<file path="config.mk">
export PLATFORM = sky130hd
export DESIGN_NAME = ysyx_22050854_wb_arbiter
export DESIGN_NICKNAME = d
export VERILOG_FILES = /design/src/rtl/ysyx_22050854_pkg.sv /design/src/rtl/ysyx_22050854_wb_fifo.sv /design/src/rtl/ysyx_22050854_wb_arbiter.sv
export SDC_FILE = /design/constraint.sdc
export NUM_CORES = 1
export LEC_CHECK = 0
export ABC_AREA = 1
export CAP_MARGIN = 20
export CORE_MARGIN = 1.5
export CORE_UTILIZATION = 50
export DETAILED_ROUTE_END_ITERATION = 8
export DONT_BUFFER_PORTS = 1
export GPL_TIMING_DRIVEN = 0
export PLACE_DENSITY = 0.77
export SYNTH_ARGS = -nofsm -noshare
export SYNTH_HDL_FRONTEND = slang
export SYNTH_SLANG_ARGS = --single-unit
export TNS_END_PERCENT = 1
</file>
<file path="constraint.sdc">
create_clock -name clk -period 6.5 [get_ports clk]
set_clock_uncertainty 0.05 [all_clocks]
set_input_delay 0.975 -clock clk [delete_from_list [all_inputs] [get_ports clk]]
set_output_delay 0.975 -clock clk [all_outputs]
set_load 0.01 [all_outputs]
</file>
<file path="src/rtl/ysyx_22050854_pkg.sv">
// Shared widths and the writeback-entry record for the writeback arbiter.
// No logic here; widths only.
// No flow control here; consumers define their own.
package ysyx_22050854_pkg;
    localparam int XLEN       = 64;
    localparam int REG_ADDR_W = 5;
    localparam int NUM_REGS   = 32;

    typedef struct packed {
        logic [REG_ADDR_W-1:0] rd;
        logic [XLEN-1:0]       data;
    } wb_entry_t;
endpackage

</file>
<file path="src/rtl/ysyx_22050854_wb_fifo.sv">
// Small circular queue holding load results waiting for a writeback slot.
// Latency: a pushed entry is visible at dout one cycle after the push edge.
// Backpressure: full comes from the registered count; push while full and pop while empty are ignored.
module ysyx_22050854_wb_fifo #(
    parameter int W     = 69,
    parameter int DEPTH = 2
) (
    input  logic                       clk,
    input  logic                       rst,
    input  logic                       flush,
    input  logic                       push,
    input  logic [W-1:0]               din,
    input  logic                       pop,
    output logic [W-1:0]               dout,
    output logic                       full,
    output logic                       empty,
    output logic [$clog2(DEPTH):0]     count
);
    localparam int AW = $clog2(DEPTH);

    logic [W-1:0]  mem [DEPTH];
    logic [AW-1:0] wptr;
    logic [AW-1:0] rptr;
    logic [AW:0]   cnt;
    logic          do_push;
    logic          do_pop;

    assign full    = (cnt == (AW+1)'(DEPTH));
    assign empty   = (cnt == '0);
    assign count   = cnt;
    assign dout    = mem[rptr];
    assign do_push = push & ~full & ~flush;
    assign do_pop  = pop & ~empty & ~flush;

    // Pointer and occupancy bookkeeping; flush and reset both drop every entry.
    always_ff @(posedge clk or posedge rst) begin
        if (rst) begin
            wptr <= '0;
            rptr <= '0;
            cnt  <= '0;
        end else if (flush) begin
            wptr <= '0;
            rptr <= '0;
            cnt  <= '0;
        end else begin
            if (do_push) wptr <= wptr + 1'b1;
            if (do_pop)  rptr <= rptr + 1'b1;
            cnt <= cnt + {{AW{1'b0}}, do_push} - {{AW{1'b0}}, do_pop};
        end
    end

    // Storage array; contents are don't-care whenever the count says so.
    always_ff @(posedge clk) begin
        if (do_push) mem[wptr] <= din;
    end
endmodule

</file>
<file path="src/rtl/ysyx_22050854_wb_arbiter.sv">
// Merges ALU and load results onto one registered register-file write port and tracks busy registers.
// Latency: ALU result to rf_wen is 1 cycle; load result to rf_wen is at least 2 cycles (always queued).
// Backpressure: ALU is never stalled; loads stall via lsu_ready, driven only by the registered queue count.
module ysyx_22050854_wb_arbiter
    import ysyx_22050854_pkg::*;
#(
    parameter int XLEN     = ysyx_22050854_pkg::XLEN,
    parameter int LQ_DEPTH = 2
) (
    input  logic                  clk,
    input  logic                  rst,
    input  logic                  iss_valid,
    input  logic                  iss_wen,
    input  logic [REG_ADDR_W-1:0] iss_rd,
    input  logic [REG_ADDR_W-1:0] chk_rs1,
    input  logic [REG_ADDR_W-1:0] chk_rs2,
    output logic                  hazard,
    input  logic                  alu_valid,
    input  logic [REG_ADDR_W-1:0] alu_rd,
    input  logic [XLEN-1:0]       alu_data,
    input  logic                  lsu_valid,
    input  logic [REG_ADDR_W-1:0] lsu_rd,
    input  logic [XLEN-1:0]       lsu_data,
    output logic                  lsu_ready,
    input  logic                  flush,
    output logic                  rf_wen,
    output logic [REG_ADDR_W-1:0] rf_waddr,
    output logic [XLEN-1:0]       rf_wdata,
    input  logic                  rf_wresp,
    output logic                  resp_err
);
    localparam int EW = REG_ADDR_W + XLEN;
    localparam int CW = $clog2(LQ_DEPTH) + 1;

    logic [NUM_REGS-1:0]   busy;
    logic [NUM_REGS-1:0]   busy_nxt;
    logic                  q_push;
    logic                  q_pop;
    logic                  q_full;
    logic                  q_empty;
    logic [EW-1:0]         q_dout;
    logic [CW-1:0]         q_count_unused;
    logic [REG_ADDR_W-1:0] q_rd;
    logic [XLEN-1:0]       q_data;
    logic                  wen_q;

    // Loads always pass through the queue; the head drains only when the ALU leaves the port idle.
    assign lsu_ready = ~q_full;
    assign q_push    = lsu_valid & lsu_ready & ~flush;
    assign q_pop     = ~alu_valid & ~q_empty & ~flush;
    assign q_rd      = q_dout[EW-1 -: REG_ADDR_W];
    assign q_data    = q_dout[XLEN-1:0];

    ysyx_22050854_wb_fifo #(
        .W     (EW),
        .DEPTH (LQ_DEPTH)
    ) u_lq (
        .clk   (clk),
        .rst   (rst),
        .flush (flush),
        .push  (q_push),
        .din   ({lsu_rd, lsu_data}),
        .pop   (q_pop),
        .dout  (q_dout),
        .full  (q_full),
        .empty (q_empty),
        .count (q_count_unused)
    );

    // Registered write port: ALU wins, otherwise queue head; rd=0 results are consumed silently.
    always_ff @(posedge clk or posedge rst) begin
        if (rst) begin
            rf_wen   <= 1'b0;
            rf_waddr <= '0;
            rf_wdata <= '0;
        end else if (flush) begin
            rf_wen   <= 1'b0;
        end else if (alu_valid) begin
            rf_wen   <= (alu_rd != '0);
            rf_waddr <= alu_rd;
            rf_wdata <= alu_data;
        end else if (q_pop) begin
            rf_wen   <= (q_rd != '0);
            rf_waddr <= q_rd;
            rf_wdata <= q_data;
        end else begin
            rf_wen   <= 1'b0;
        end
    end

    // Next busy vector: completed write clears, issue sets afterwards so a same-cycle reissue stays busy.
    always_comb begin
        busy_nxt = busy;
        if (rf_wen) busy_nxt[rf_waddr] = 1'b0;
        if (iss_valid && iss_wen && (iss_rd != '0)) busy_nxt[iss_rd] = 1'b1;
        busy_nxt[0] = 1'b0;
    end

    // Scoreboard register; a flush drops every outstanding reservation.
    always_ff @(posedge clk or posedge rst) begin
        if (rst)        busy <= '0;
        else if (flush) busy <= '0;
        else            busy <= busy_nxt;
    end

    assign hazard = busy[chk_rs1] | busy[chk_rs2];

    // Sticky error when the register file fails to acknowledge the cycle after a write.
    always_ff @(posedge clk or posedge rst) begin
        if (rst) begin
            wen_q    <= 1'b0;
            resp_err <= 1'b0;
        end else begin
            wen_q <= rf_wen;
            if (wen_q && !rf_wresp) resp_err <= 1'b1;
        end
    end
endmodule

</file>
* Word level (Yosys, flattened, before mapping)
Memories as Yosys holds them, arrays and structs flattened.
Cells that the tools add are included.
** Word-level totals
- Bits in writable memories :: 138
- Register bits :: 108
- Bits of input ports :: 161
- Memories :: 1
- Word-level logic and storage cells :: 76
- Output and inout bits :: 73
** Cells by class
- Equal/unequal tests :: 1
- Magnitude comparators :: 6
- $add $sub $neg :: 4
- Bitwise operators :: 16
- Reduce and logical (&&, ||, !) cells :: 14
- Muxes and demuxes :: 25
** Memory list
- u_lq.mem :: words 2, width 69, read ports 1, clocked after memory_dff 0, write ports 1, RTL line ysyx_22050854_wb_fifo.sv:21 : logic [W-1:0] mem [DEPTH];
** Operators with widths (number)
- two-way mux 64 bit :: 2
- two-way mux 32 bit :: 3
- AND 32 bit :: 1
- inverter 32 bit :: 1
- OR 32 bit :: 1
- < comparator 5 x 6 -> 1 bit (second input constant) :: 4
- nonzero test 5 bit :: 3
- two-way mux 1 bit :: 13
- binary-select mux 1 bit (select 5 bit) :: 2
- demux 1 bit (select 5 bit) :: 2
- greater-or-equal comparator 5 x 1 -> 1 bit (second input constant) :: 2
- two-way mux 5 bit :: 2
- AND 1 bit :: 8
- nonzero test 2 bit :: 3
- logical AND 1 bit :: 5
- inverter 1 bit :: 4
- adder 1 bit (second input constant) :: 2
- adder 2 x 1 -> 2 bit :: 1
- == test 2 bit (second input constant) :: 1
- logical NOT 2 bit :: 1
- two-way mux 2 bit :: 1
- AND reduction 2 bit :: 1
- subtractor 2 x 1 -> 2 bit :: 1
- logical NOT 1 bit :: 1
- OR 1 bit :: 1

* Depth between registers and ports, before layout
- Depth after elaboration :: 10
- Gate-level depth with buffers :: 11
- Depth with buffers taken out :: 9

* Modules after synthesis
A second synthesis with hierarchy kept.
** Unflattened totals
- Cells, all modules :: 1060
- Area total of the unflattened synthesis :: 10998.0 sq um
** Modules (own cells, without submodules)
- ysyx_22050854_wb_arbiter :: instances 1, cells an instance 662, area an instance 5659.2 sq um, seq. area each 2577.5 sq um
- ysyx_22050854_wb_fifo :: instances 1, cells an instance 398, area an instance 5338.9 sq um, seq. area each 4244.1 sq um

* Worst setup path after synthesis
Ideal clock, no wire load.
- Path kind :: input-to-reg
- From :: in flush
- To :: mem u_lq.mem[0][0], enable pin
- Data arrival time :: 4.289 ns
- Slack :: 1.664 ns
- Cell stages on the path :: 4
- Buffers on the path :: 1
- Setup time :: 0.497 ns
- Required time :: 5.953 ns
- Cell sequence :: clkbuf_1 nor2_1 inv_1 nor2_1
** On the way
- Cells in the longest elaborated chain, start to end :: 6
** Ends and longest elaborated chain
- start, declared :: RTL line ysyx_22050854_wb_arbiter.sv:25 : input logic flush,
- inverter 1 bit (no line) (*)
- AND 1 bit :: RTL line ysyx_22050854_wb_arbiter.sv:49 : assign q_push = lsu_valid & lsu_ready & ~flush;
- AND 1 bit :: RTL line ysyx_22050854_wb_fifo.sv:32 : assign do_push = push & ~full & ~flush;
- AND 1 bit (*) :: RTL line ysyx_22050854_wb_fifo.sv:32
- two-way mux 1 bit (*) :: RTL line ysyx_22050854_wb_fifo.sv:54 : if (do_push) mem[wptr] <= din;
- two-way mux 1 bit (implied by the code) (*) :: RTL line ysyx_22050854_wb_fifo.sv:54
- end, declared :: RTL line ysyx_22050854_wb_fifo.sv:21
Mark *: on every way between the ends. The rest lies on a longest branch, timed or not.

* Final worst setup path
- From :: in chk_rs2[0]
- To :: out hazard
** On the way
- Cells in the longest elaborated chain, start to end :: 3
** Ends and longest elaborated chain
- start, declared :: RTL line ysyx_22050854_wb_arbiter.sv:16 : input logic [REG_ADDR_W-1:0] chk_rs2,
- binary-select mux 1 bit (select 5 bit) :: RTL line ysyx_22050854_wb_arbiter.sv:106 : assign hazard = busy[chk_rs1] | busy[chk_rs2];
- two-way mux 1 bit (implied by the code) :: RTL line ysyx_22050854_wb_arbiter.sv:106
- OR 1 bit :: RTL line ysyx_22050854_wb_arbiter.sv:106
- end, declared :: RTL line ysyx_22050854_wb_arbiter.sv:17 : output logic hazard,
Every way passes these cells. The select of a mux whose other input is x is not followed.

==> out/metrics.cfg <==
[route]
vias = 7710
drt_pre_antenna_iters = 6
routed_via_density = 5.64
drt_first_iter_violations = 568
wire_per_inst_microns = 20.3
routed_wirelength_microns = 27800
drc = 0
ant_nets = 0

[logic_synthesis]
syn_area_per_cell_sq_um = 10.2
synth_area_leader_cell = edfxtp_1
seq_area_frac_synth_pct = 64.5
yosysTopAreaCellShare_pct = 39.2
synth_edf_count = 138
synthTopCellsByArea = edfxtp_1, dfrtp_1, nand2_1
ys_warn_count = 0
syn_inst = 1039
synth-main-ff-cell = edfxtp_1
ys_types = 29
synth_seq_cells = 245
synthesis.nets = 1202
async_flop_share_pct = 43.7
syn_area_sq_um = 10600

[placement]
place_congestion = 0.966
hpwl_microns = 19700
pre_cts_ws_ps = 3290
io_buffers = 0

[setup_path]
critical-path-top-delay-family = simple AND/OR/NAND/NOR gates
worstSetupPathType = in -> out
worstPathMaxFanout = 10
critPathMaxStageDelay_ps = 430
critPathMostFrequentCell = nand2_1
arrival_ps = 2200
critPathLaunchType = input pin
critPathBufInv = 2
worst_path_max_delay_cell = clkbuf_1
end_kind = output pin
crit_required_ps = 5470
path_cells = buf_2, clkbuf_1, nand2_1, nand3_1, nand3_1, nand2_1, nand2_1, nand3_1, nand2_1, nand2_1

[clock_tree]
cts_sinks = 245
clk-insertion-delay-late_ps = 520
cts_resized = 0
cts-hold-fix-buffers = 0
cts-root-buf = clkbuf_16
cts_max_level = 1
clock_path_buffers = 3
cts_tree = done
numCtsBuffers = 25
cts_setup_buffers = 0
clk_pin_slew_ps = 70

[grt]
antenna_found_initial = 0
grt_max_degree = 66
overflow = 0
grt_pass1_vias = 7919
grt_pass1_wl_microns = 43000
grt_usage_pct = 25.3

[layout]
final_core_util_pct = 57.5
final_cell_mix = nand2_1, edfxtp_1, nand3_1
synthToLayoutAreaGrowth_pct = 13.5
mostFrequentLayoutCell = nand2_1
drive_above_1_share_pct = 8.44
nets = 1234

[floorplanning]
die_x_microns = 148
num_rows = 53
start_util_pct = 50.6
die_y_microns = 148
fp.coreArea_sq_um = 20900
dieArea_sq_um = 22000
ios = 234

[pwr]
max-vdd-ir-drop_mv = 0.280
pwr_density_cell_nw_per_um2 = 344
leakage_nw = 4.79
power_mw = 4.13

[sta]
slew-limit-headroom_pct = 25.6
rsz0062_at_grt = false
finalHoldViolations = 0
worst_pin_slew_ps = 1110
finalCritPeriodShare_pct = 49.6
tns_ps = 0
setup_viol = 0
maxSlewViolCount = 0
layout_setup_ws_ps = 3270
post-route-min-period_ps = 3230
max_freq_ghz = 0.310

[flow_run]
drv_cap = 0

[min_path]
hold_path_class = in -> async

[run_status]
outcome = finished clean

==> cell usage after synthesis, types with 10 or more instances <==
cell type  number
nor2_1         10
buf_2          27
edfxtp_1      138
dfrtp_1       107
nand2_1       248
o211ai_1       68
nand3_1       131
o21ai_1        10
a21oi_1        34
inv_1         117
clkbuf_1       20
o21ai_0        94
==> where the power goes <==
group	switching, mW	internal [mW]	leakage (nW)
Sequential	0.172	1.82	2.63
Clock	0.605	1.03	0.455
Combinational	0.335	0.157	1.71
Total	1.11	3.01	4.79
==> worst reg2reg max path, cell delays in order (launching register included) <==
cell     delay, ps
dfrtp_1        410
nand2_1        170
nand2_1        150
nor2_1         160
inv_1          100
nor2_4         370
buf_12         260
buf_12         240
==> worst paths after layout <==
path                          startpoint  cells after the start               to  slack [ps]
setup / recovery              chk_rs2[0]                     10           hazard        3270
hold / removal                       rst                      1      rf_wdata[9]         330
setup reg to reg           u_lq.count[1]                      7  u_lq.mem[0][16]        4250
hold reg to reg                    wen_q                      2         resp_err         450
max in group asynchronous            rst                      2     rf_wdata[29]        5310
min in group clk                   wen_q                      2         resp_err         450
==> cell type report <==
class	instances	area, sq um
Antenna cell	1	2.50
Buffer	57	304
Clock buffer	30	684
Clock inverter	16	275
Fill cell	1739	8890
Inverter	118	445
Multi-Input combinational cell	619	3020
Sequential cell	245	6820
Tap cell	275	344
Timing Repair Buffer	5	108
==> sequential cells by signal (all words and copies together), names as in the netlist <==
| name | count |
|---|---|
| u_lq.rptr | 1 |
| rf_waddr | 5 |
| u_lq.wptr | 1 |
| busy | 31 |
| resp_err | 1 |
| rf_wen | 1 |
| u_lq.count | 2 |
| rf_wdata | 64 |
| u_lq.mem | 138 |
| wen_q | 1 |
==> cell families (layout without fill, tap and decap cells) <==
kind of cell | after synthesis | after routing | synth area share [%]
other | 0 | 1 | 0
DFF | 245 | 245 | 64.5
and+or+nand+nor | 404 | 404 | 16.2
AOI/OAI and AO/OA | 209 | 209 | 11.6
muxes | 2 | 2 | 0.189
adders and majority gates | 2 | 2 | 0.237
xor gates and xnor gates | 2 | 2 | 0.166
buffers and inverters | 175 | 226 | 7.07
==> layer usage <==
layer	GRT usage [%]	up-vias	part of all wire (%)
met5	0	-	0
met4	9.65	0	3.1
met3	7.98	55	11
met2	42.8	352	49
met1	30.5	3687	37
li1	-	3616	-
==> through the flow <==
stage               cell area, sq um  instances  hold WS [ps]
floorplan                      10600       1039           413
global placement               10900       1314           429
detailed placement             11000       1319           447
CTS                            12000       1365           352
global route                   12000       1365           371
finish                         12000       1366           329
Note: power is estimated with default switching activity, not from simulation.
